==> src/rtl/ic_download_pkg.sv <==
// Shared constants, header field layout and state encoding for the instruction-reply
// download stage in front of the instruction cache.
package ic_download_pkg;

  localparam int FLIT_W     = 16;
  localparam int DATA_FLITS = 8;
  localparam int BLK_W      = FLIT_W * DATA_FLITS;
  localparam int CNT_W      = 3;

  localparam logic [CNT_W-1:0] LAST_BEAT = CNT_W'(DATA_FLITS - 1);

  // Header: [15:14] source id, [13:9] cmd, [8:0] reserved.
  localparam int SRC_LSB = 14;
  localparam int SRC_W   = 2;
  localparam int CMD_LSB = 9;
  localparam int CMD_W   = 5;

  localparam logic [CMD_W-1:0] INSTREP_CMD = 5'b10110;
  localparam logic [CMD_W-1:0] INSTREQ_CMD = 5'b00110;
  localparam logic [SRC_W-1:0] LOCAL_ID    = 2'd0;

  typedef enum logic [1:0] {
    ST_IDLE = 2'd0,
    ST_BODY = 2'd1,
    ST_DONE = 2'd2
  } state_e;

  typedef struct packed {
    logic             valid;
    logic [BLK_W-1:0] blk;
  } pend_t;

  function automatic logic [CMD_W-1:0] hdr_cmd(input logic [FLIT_W-1:0] f);
    return f[CMD_LSB +: CMD_W];
  endfunction

endpackage

==> src/rtl/ic_flit_asm.sv <==
// Beat counter and 128-bit assembly buffer: data flit k lands in blk[k*16 +: 16].
// blk_next_o exposes the buffer including the flit being written this cycle.
module ic_flit_asm
  import ic_download_pkg::*;
(
  input  logic              clk,
  input  logic              rst,
  input  logic              clr_i,
  input  logic              wr_i,
  input  logic [FLIT_W-1:0] flit_i,
  output logic              last_o,
  output logic [BLK_W-1:0]  blk_next_o
);

  logic [CNT_W-1:0] cnt_q, cnt_d;
  logic [BLK_W-1:0] blk_q, blk_d;

  // NOTE: every variable assigned in an always_comb gets a default first, so no latch is inferred.
  always_comb begin
    cnt_d = cnt_q;
    blk_d = blk_q;
    if (clr_i) begin
      cnt_d = '0;
    end else if (wr_i) begin
      blk_d[cnt_q*FLIT_W +: FLIT_W] = flit_i;
      cnt_d = (cnt_q == LAST_BEAT) ? '0 : cnt_q + CNT_W'(1);
    end
  end

  // NOTE: the buffer is plain flops, not a RAM, so it is reset like any other register.
  always_ff @(posedge clk or negedge rst) begin
    if (!rst) begin
      cnt_q <= '0;
      blk_q <= '0;
    end else begin
      cnt_q <= cnt_d;
      blk_q <= blk_d;
    end
  end

  assign last_o     = (cnt_q == LAST_BEAT);
  assign blk_next_o = blk_d;

endmodule

==> src/rtl/ic_download.sv <==
// Instruction-reply download stage: header/body/done FSM, error pulse and output merge.
// Define IC_DOWNLOAD_LOCAL_EN to compile in the local-memory bypass with its pending register.
module ic_download
  import ic_download_pkg::*;
(
  input  logic              clk,
  input  logic              rst,
  input  logic              v_flit,
  input  logic [FLIT_W-1:0] flit,
  output logic              flit_rdy,
  input  logic              v_mem_4word,
  input  logic [BLK_W-1:0]  mem_4word,
  output logic              v_inst_4word,
  output logic [BLK_W-1:0]  inst_4word,
  output logic              dn_err
);

  state_e state_q, state_d;

  logic             flit_acc, hdr_ok, hdr_acc, beat_wr, beat_last, net_fire;
  logic [BLK_W-1:0] asm_blk;
  logic             v_inst_q, v_inst_d, dn_err_q, dn_err_d;
  logic [BLK_W-1:0] inst_q, inst_d;

  assign flit_acc = v_flit & flit_rdy;
  assign hdr_ok   = (hdr_cmd(flit) == INSTREP_CMD);
  assign hdr_acc  = flit_acc & (state_q == ST_IDLE);
  assign beat_wr  = flit_acc & (state_q == ST_BODY);
  assign net_fire = beat_wr & beat_last;

  ic_flit_asm u_asm (
    .clk       (clk),
    .rst       (rst),
    .clr_i     (hdr_acc & hdr_ok),
    .wr_i      (beat_wr),
    .flit_i    (flit),
    .last_o    (beat_last),
    .blk_next_o(asm_blk)
  );

  // NOTE: sequential state is updated only with non-blocking assignments.
  always_ff @(posedge clk or negedge rst) begin
    if (!rst) state_q <= ST_IDLE;
    else      state_q <= state_d;
  end

  always_comb begin
    state_d = state_q;
    case (state_q)
      ST_IDLE: if (hdr_acc && hdr_ok) state_d = ST_BODY;
      ST_BODY: if (net_fire)          state_d = ST_DONE;
      ST_DONE:                        state_d = ST_IDLE;
      default:                        state_d = ST_IDLE;
    endcase
  end

  // Ready depends on the state register only, never on inputs.
  always_comb begin
    flit_rdy = (state_q != ST_DONE);
  end

`ifdef IC_DOWNLOAD_LOCAL_EN
  pend_t pend_q, pend_d;

  always_ff @(posedge clk or negedge rst) begin
    if (!rst) pend_q <= '0;
    else      pend_q <= pend_d;
  end
`else
  logic unused_mem;
  assign unused_mem = ^{v_mem_4word, mem_4word};
`endif

  // The network block always wins the strobe slot; a colliding local block waits one cycle.
  always_comb begin
    v_inst_d = 1'b0;
    inst_d   = inst_q;
    dn_err_d = hdr_acc & ~hdr_ok;
`ifdef IC_DOWNLOAD_LOCAL_EN
    pend_d   = pend_q;
`endif
    if (net_fire) begin
      v_inst_d = 1'b1;
      inst_d   = asm_blk;
`ifdef IC_DOWNLOAD_LOCAL_EN
      if (v_mem_4word) pend_d = '{valid: 1'b1, blk: mem_4word};
    end else if (v_mem_4word || pend_q.valid) begin
      v_inst_d     = 1'b1;
      inst_d       = v_mem_4word ? mem_4word : pend_q.blk;
      pend_d.valid = 1'b0;
`endif
    end
  end

  always_ff @(posedge clk or negedge rst) begin
    if (!rst) begin
      v_inst_q <= 1'b0;
      inst_q   <= '0;
      dn_err_q <= 1'b0;
    end else begin
      v_inst_q <= v_inst_d;
      inst_q   <= inst_d;
      dn_err_q <= dn_err_d;
    end
  end

  assign v_inst_4word = v_inst_q;
  assign inst_4word   = inst_q;
  assign dn_err       = dn_err_q;

endmodule

==> config.mk <==
export PLATFORM = sky130hd
export DESIGN_NAME = ic_download
export DESIGN_NICKNAME = d
export VERILOG_FILES = /design/src/rtl/ic_download_pkg.sv /design/src/rtl/ic_flit_asm.sv /design/src/rtl/ic_download.sv
export SDC_FILE = /design/constraint.sdc
export NUM_CORES = 1
export LEC_CHECK = 0
export CORE_UTILIZATION = 40
export CTS_BUF_LIST = sky130_fd_sc_hd__clkbuf_2
export CTS_CLUSTER_SIZE = 12
export DETAILED_ROUTE_END_ITERATION = 10
export HOLD_SLACK_MARGIN = 0.12
export MAX_ROUTING_LAYER = met4
export PLACE_DENSITY_LB_ADDON = 0.12
export SYNTH_ARGS = -nofsm -noshare
export SYNTH_HDL_FRONTEND = slang
export SYNTH_SLANG_ARGS = --single-unit
export TNS_END_PERCENT = 30
==> constraint.sdc <==
create_clock -name clk -period 4.4 [get_ports clk]
set_clock_uncertainty 0.1 [all_clocks]
set_input_delay 0.44 -clock clk [delete_from_list [all_inputs] [get_ports clk]]
set_output_delay 0.44 -clock clk [all_outputs]
set_load 0.05 [all_outputs]
==> results.md, run 1 <==
* Root Buffer: clkbuf_2
* Status: completed
* P&R area growth vs syn at 22.7%
* Clk slew on worst S/H paths at 0.11 ns
* Switch Pwr at 3.12 mW
* Worst Setup Start Kind: flop
* Dominant cell by count in the synthesized netlist: dfrtp_1
* Top_reg_cell synth: dfrtp_1
* Gate Count Post-Synth at 946
* Grt total ovfl at 0
* Clock buffer depth at 3
* Layout Cells excl Fill at 1501
* P_leak at 6.86 nW
* Initial antenna violation count at 1
* Die H at 164 um
* Post-cts sizing count at 0
* Clock sink count at 263
* RD Place Congestion at 0.761
* Port bufs at 149
* Final setup fails at 0
* Final Max Tran Viols at 0
* H-tree depth at 3
* Iteration-0 DRC Markers at 559
* Post-detail-place hpwl at 16.9 mm
* Internal power at 4.63 mW
* Vias in the first global route at 7391
* Wirelength, routed at 25.8 mm
* Max-cap viol count at 0
* Die area at 27000 um^2
* Period utilisation layout at 73.0%
* Syn Area/Cell at 11.2 um^2
* Worst skew pair latency at 0.80 ns
* Worst-Margin Slew at 1.11 ns
* DRT antenna net count at 0
* Hold/Removal Path Class: in -> async
* # fillers at 2458
* # IOs at 279
* CP arrival at 3.75 ns
* Worst-path fanout max at 16
* Top cells by area, synth: dfrtp_1 62%, mux2i_1 5.9%, nand2_1 5.8%, o21ai_0 3.9%, mux2_2 3.8%
* Req. time, crit path at 4.94 ns
* CTS buffer count at 68
* Drt drc at 0
* Setup CP Type: reg -> reg
* RSZ-0062 raised after global routing: false
* Area leader, netlist: dfrtp_1
* Worst setup EP type: flop
* Post-synth EDFFs at 0
* Drt wl/cell at 17.2 um
* Post-Syn Nets at 1099
* Chip width at 164 um
* Core Region at 26000 um^2
* Row cnt at 59
* GRT Overall Usage at 20.7%
* Relative slew slack at 25.9%
* Total negative slack at 0 ns
* Starting Density at 40.6%
* Min cycle time layout at 3.21 ns
* Via count at 7413
* Placed Cells incl. Taps at 1392
* First-pass GRT wire length at 41.2 mm
* Register area share after synthesis at 62.4%
* First drt pass iteration count at 4
* CTS tree: yes
* Commonest cells post-synth: 263 x dfrtp_1, 163 x nand2_1, 82 x o21ai_0
* Largest net degree at the start of global routing at 133
* Ys async rst share at 100%
* Synth warn at 0
* Pwr/cell area at 598 nW/um^2
* Seq cells post-synth at 263
* Final Net Count at 1281
* Post-synth cell types at 43
* Syn Std Cell Area at 10600 um^2
* Final hold vios at 0
* Clock share of power at 20.3%
* Synth top area share at 62.4%
* Combinational Power Share at 37.1%
* # hold bufs at CTS at 1
* DR vias/cell at 4.94
* Layout cell share with drive strength beyond 1 at 15.8%
* Max VDD drop at 312 uV
* Post-CTS Setup Repair Bufs at 0
* Seq pwr share at 42.7%
* Max Fclk at 311 MHz
* Net Sw Frac at 40.2%
cells in the final DEF (no fill, tap or decap), drive strengths merged, types with 20 or more instances in the layout:
cell type / synthesis / layout
clkbuf: 34 / 96
inv: 52 / 56
mux2i: 62 / 62
a31oi: 29 / 29
or2: 21 / 21
nor2: 35 / 35
a22o: 20 / 20
o21ai: 82 / 82
dfrtp: 263 / 263
clkdlybuf4s50: 0 / 148
nand2: 163 / 163
buf: 23 / 20
mux2: 36 / 36
power by group through the flow:
stage                     Sequential, mW  Clock, mW  Combinational (mW)
after floorplan                     4.07          0                1.19
after global placement              3.34          0                2.86
after detailed placement            3.36          0                2.89
after CTS                           3.31       1.65                2.90
after global routing                3.38       1.76                3.14
final                               3.31       1.57                2.87
final timing paths:
| kind | startpoint | to | slack [ns] | cells after the start |
|---|---|---|---|---|
| setup / recovery | u_asm.cnt_q[0] | inst_4word[57] | 1.19 | 8 |
| hold / removal | rst | u_asm.blk_q[110] | 0.21 | 2 |
| setup reg to reg | u_asm.cnt_q[0] | inst_4word[57] | 1.19 | 8 |
| hold reg to reg | u_asm.blk_q[71] | u_asm.blk_q[71] | 0.36 | 2 |
| max in group asynchronous | rst | inst_4word[91] | 3.10 | 3 |
| min in group clk | v_flit | state_q[0] | 0.28 | 2 |
state kept, by name, indices dropped and copies added (netlist names):
signal        flops
v_inst_4word      1
u_asm.cnt_q       3
dn_err            1
u_asm.blk_q     128
inst_4word      128
state_q           2
critical path, stage by stage (launching register included):
cell and delay, ns:
dfrtp_1 0.58, inv_1 0.16, ha_1 0.26, ha_1 0.35
and4bb_2 0.29, nand2_1 0.61, buf_4 0.30, mux2i_1 0.27
o21ai_0 0.12
per-stage QoR:
| step | area [um^2] | setup slack, ns | hold WS [ns] | util (%) | power, mW |
|---|---|---|---|---|---|
| final | 13000 | 1.19 | 0.208 | 49.8 | 7.75 |
| after global routing | 13000 | 0.898 | 0.186 | 49.8 | 8.28 |
| after CTS | 12900 | 1.13 | 0.162 | 49.8 | 7.86 |
| after detailed placement | 12400 | 1.18 | 0.350 | 47.7 | 6.26 |
| after global placement | 12400 | 1.21 | 0.343 | 47.7 | 6.20 |
| after floorplan | 10600 | 1.98 | 0.0444 | - | 5.26 |
cell families after synthesis:
kind of cell | share of synthesized area, %
AO/OA/AOI/OAI | 8.70
adder cells (fa/ha/maj) | 0.593
buffers and inverters | 4.20
flip-flops | 62.4
multiplexers | 9.72
AND/OR/NAND/NOR | 14.4
layer usage:
metal / GRT usage [%] / share of wire [%] / up-vias
li1: - / - / 3602
met1: 29.1 / 48 / 3612
met2: 29.3 / 45 / 184
met3: 5.32 / 6.2 / 15
met4: 6.05 / 0.77 / 0
met5: - / 0 / -
cell type report:
cell class / instances / area, um^2 / area share (%)
Antenna cell: 1 / 2.50 / 0.0193
Multi-Input combinational cell: 574 / 3530 / 27.3
Timing Repair Buffer: 169 / 1670 / 12.9
Inverter: 52 / 195 / 1.51
Tap cell: 335 / 419 / 3.24
Clock inverter: 11 / 68.8 / 0.531
Sequential cell: 263 / 6580 / 50.8
Clock buffer: 96 / 480 / 3.71
Note: power is estimated with default switching activity, not from simulation.
==> run 2, diff against run 1 <==
==> constraint.sdc (replaced) <==
create_clock -name clk -period 2.9 [get_ports clk]
set_clock_uncertainty 0.1 [all_clocks]
set_input_delay 0.29 -clock clk [delete_from_list [all_inputs] [get_ports clk]]
set_output_delay 0.29 -clock clk [all_outputs]
set_load 0.05 [all_outputs]
==> results.md, run 2 (same netlist as run 1, synthesis figures left out) <==
* Layout cell share with drive strength beyond 1 at 16.8% (+1.0 points)
* Cell at the slowest stage of the critical path: clkdlybuf4s50_1
* Worst skew pair latency at 0.80 ns (about the same)
* CP peak stage delay at 0.82 ns (+0.21 ns)
* Commonest non-fill, non-tap cell in the layout: dfrtp_1
* RD Place Congestion at 0.812 (+6.7%)
* Met3 Resource Use GR at 5.63% (+0.30 points)
* Most frequent cells in the layout: 263 x dfrtp_1, 163 x nand2_1, 148 x clkdlybuf4s50_1, 95 x clkbuf_2, 82 x o21ai_0
* P&R area growth vs syn at 25.9%
* H-tree depth at 3 (unchanged)
* Relative slew slack at 60.4% (+34 points)
* Clock sink count at 263 (unchanged)
* Hold/Removal Path Class: in -> reg
* Clk slew on worst S/H paths at 0.09 ns (-0.02 ns)
* Core Region at 26000 um^2 (unchanged)
* Status: completed
* # hold bufs at CTS at 8 (+7)
* GRT met1 Usage at 28.5% (-0.67 points)
* Largest net degree at the start of global routing at 110 (-17%)
* DR vias/cell at 4.94 (about the same)
* Root Buffer: clkbuf_2
* P_leak at 7.03 nW (+2.4%)
* Max Fclk at 388 MHz
* PnR Total Power at 12.0 mW (+54%)
* Total negative slack at 0 ns (unchanged)
* Wirelength, routed at 25.9 mm (+0.39%)
* Clock buffer depth at 3 (unchanged)
* Period utilisation layout at 88.8%
* CTS buffer count at 71 (+4.4%)
* Worst Setup Start Kind: flop
* Post-detail-place hpwl at 17.2 mm (+2.1%)
* Req. time, crit path at 2.51 ns (-2.43 ns)
* Final setup fails at 0 (unchanged)
* Final Net Count at 1310 (+2.3%)
* Max-cap viol count at 0 (unchanged)
* Drt wl/cell at 16.9 um (-2.0%)
* Starting Density at 40.6% (unchanged)
* CTS tree: yes
* Min cycle time layout at 2.58 ns
* Row cnt at 59 (unchanged)
* Post-cts sizing count at 0 (unchanged)
* Pwr/cell area at 901 nW/um^2 (+51%)
* Die H at 164 um (unchanged)
* RSZ-0062 raised after global routing: false
* First drt pass iteration count at 5 (+1)
* Chip width at 164 um (unchanged)
* Worst-path fanout max at 7 (-9)
* Global route hottest layer: met2
* Max VDD drop at 521 uV (+67%)
* Post-CTS Setup Repair Bufs at 0 (unchanged)
* Vias in the first global route at 7451 (+0.81%)
* CP arrival at 2.19 ns (-1.56 ns)
* Final hold vios at 0 (unchanged)
* Die area at 27000 um^2 (unchanged)
* # IOs at 279 (unchanged)
* First-pass GRT wire length at 41.3 mm (+0.23%)
* Grt total ovfl at 0 (unchanged)
* DRT antenna net count at 0 (unchanged)
* Met2 Use GR at 30.0% (+0.61 points)
* Crit-path cells: nand2b_1 > clkdlybuf4s50_1
* Worst-Margin Slew at 0.593 ns (-0.518 ns)
* Drt drc at 0 (unchanged)
* Final Max Tran Viols at 0 (unchanged)
* Port bufs at 149 (unchanged)
* Via count at 7600 (+2.5%)
* Setup CP Type: reg -> out
* Initial antenna violation count at 2 (+1)
* Iteration-0 DRC Markers at 420 (-25%)
* GRT Overall Usage at 20.7% (+0.074 points)
* Worst setup EP type: output pin
-- run 2: cell count changes in the layout (fill, tap and decap cells not counted), sizes merged --
cell         delta
clkbuf          -1
buf            +20
inv             -2
clkinv         +13
bufinv          +1
dlygate4sd3     +6
-- run 2: critical path: cells and delay by family, from the launching register on --
family | cells | cell delay, ns
buf+inv | 1 | 0.82
simple gates | 1 | 0.14
flops | 1 | 0.45
-- run 2: stage by stage --
| step | setup WS (ns) | std cells | area (um^2) | util, % | hold slack, ns |
|---|---|---|---|---|---|
| after floorplan | 0.477 | 946 | 10600 | - | -0.106 |
| after detailed placement | 0.382 | 1411 | 12600 | 48.4 | 0.184 |
| after CTS | 0.248 | 1537 | 13300 | 51.1 | 0.134 |
| after global placement | 0.411 | 1411 | 12600 | 48.4 | 0.188 |
| after global routing | 0.160 | 1538 | 13300 | 51.1 | 0.144 |
| final | 0.323 | 1538 | 13300 | 51.1 | 0.205 |
-- run 2: worst paths after layout --
| path | from | endpoint | slack, ns | cells past startpoint |
|---|---|---|---|---|
| worst max-delay path | state_q[0] | flit_rdy | 0.32 | 2 |
| min in group asynchronous | rst | inst_4word[100] | 0.60 | 4 |
| worst max register to register | u_asm.cnt_q[0] | inst_4word[57] | 0.44 | 8 |
| max in group asynchronous | rst | inst_4word[96] | 1.72 | 4 |
| worst min register to register | u_asm.blk_q[112] | inst_4word[112] | 0.35 | 2 |
| worst min-delay path | flit[12] | u_asm.blk_q[28] | 0.20 | 4 |
-- run 2: layer usage --
layer | wire [um] | part of all wire (%)
met1 | 12200 | 47
met2 | 11800 | 46
met3 | 1630 | 6.3
met4 | 252 | 0.97
met5 | 0 | 0
-- run 2: layout make-up --
cell class | count | area (um^2)
flip-flops and latches | 263 | 6580
inverters | 52 | 195
clock inverters | 23 | 140
multi-input cells | 574 | 3530
fillers | 2500 | 12700
diodes | 1 | 2.50
clock buffers | 95 | 475
well taps | 335 | 419
repair buffers | 195 | 1940
-- run 2: power breakdown --
| part | total (mW) | switching (mW) | internal, mW |
|---|---|---|---|
| Clock | 2.54 | 1.48 | 1.06 |
| Sequential | 4.99 | 0.403 | 4.58 |
| Combinational | 4.45 | 2.90 | 1.55 |
| Total | 12.0 | 4.78 | 7.20 |
==> run 3, diff against run 2 <==
--- a/config.mk
+++ b/config.mk
@@ -12,6 +12,7 @@
 export HOLD_SLACK_MARGIN = 0.12
 export MAX_ROUTING_LAYER = met4
 export PLACE_DENSITY_LB_ADDON = 0.12
+export SLEW_MARGIN = 20
 export SYNTH_ARGS = -nofsm -noshare
 export SYNTH_HDL_FRONTEND = slang
 export SYNTH_SLANG_ARGS = --single-unit
==> results of run 3 <==
No change in the layout: final DEF, timing and power equal those of run 2.
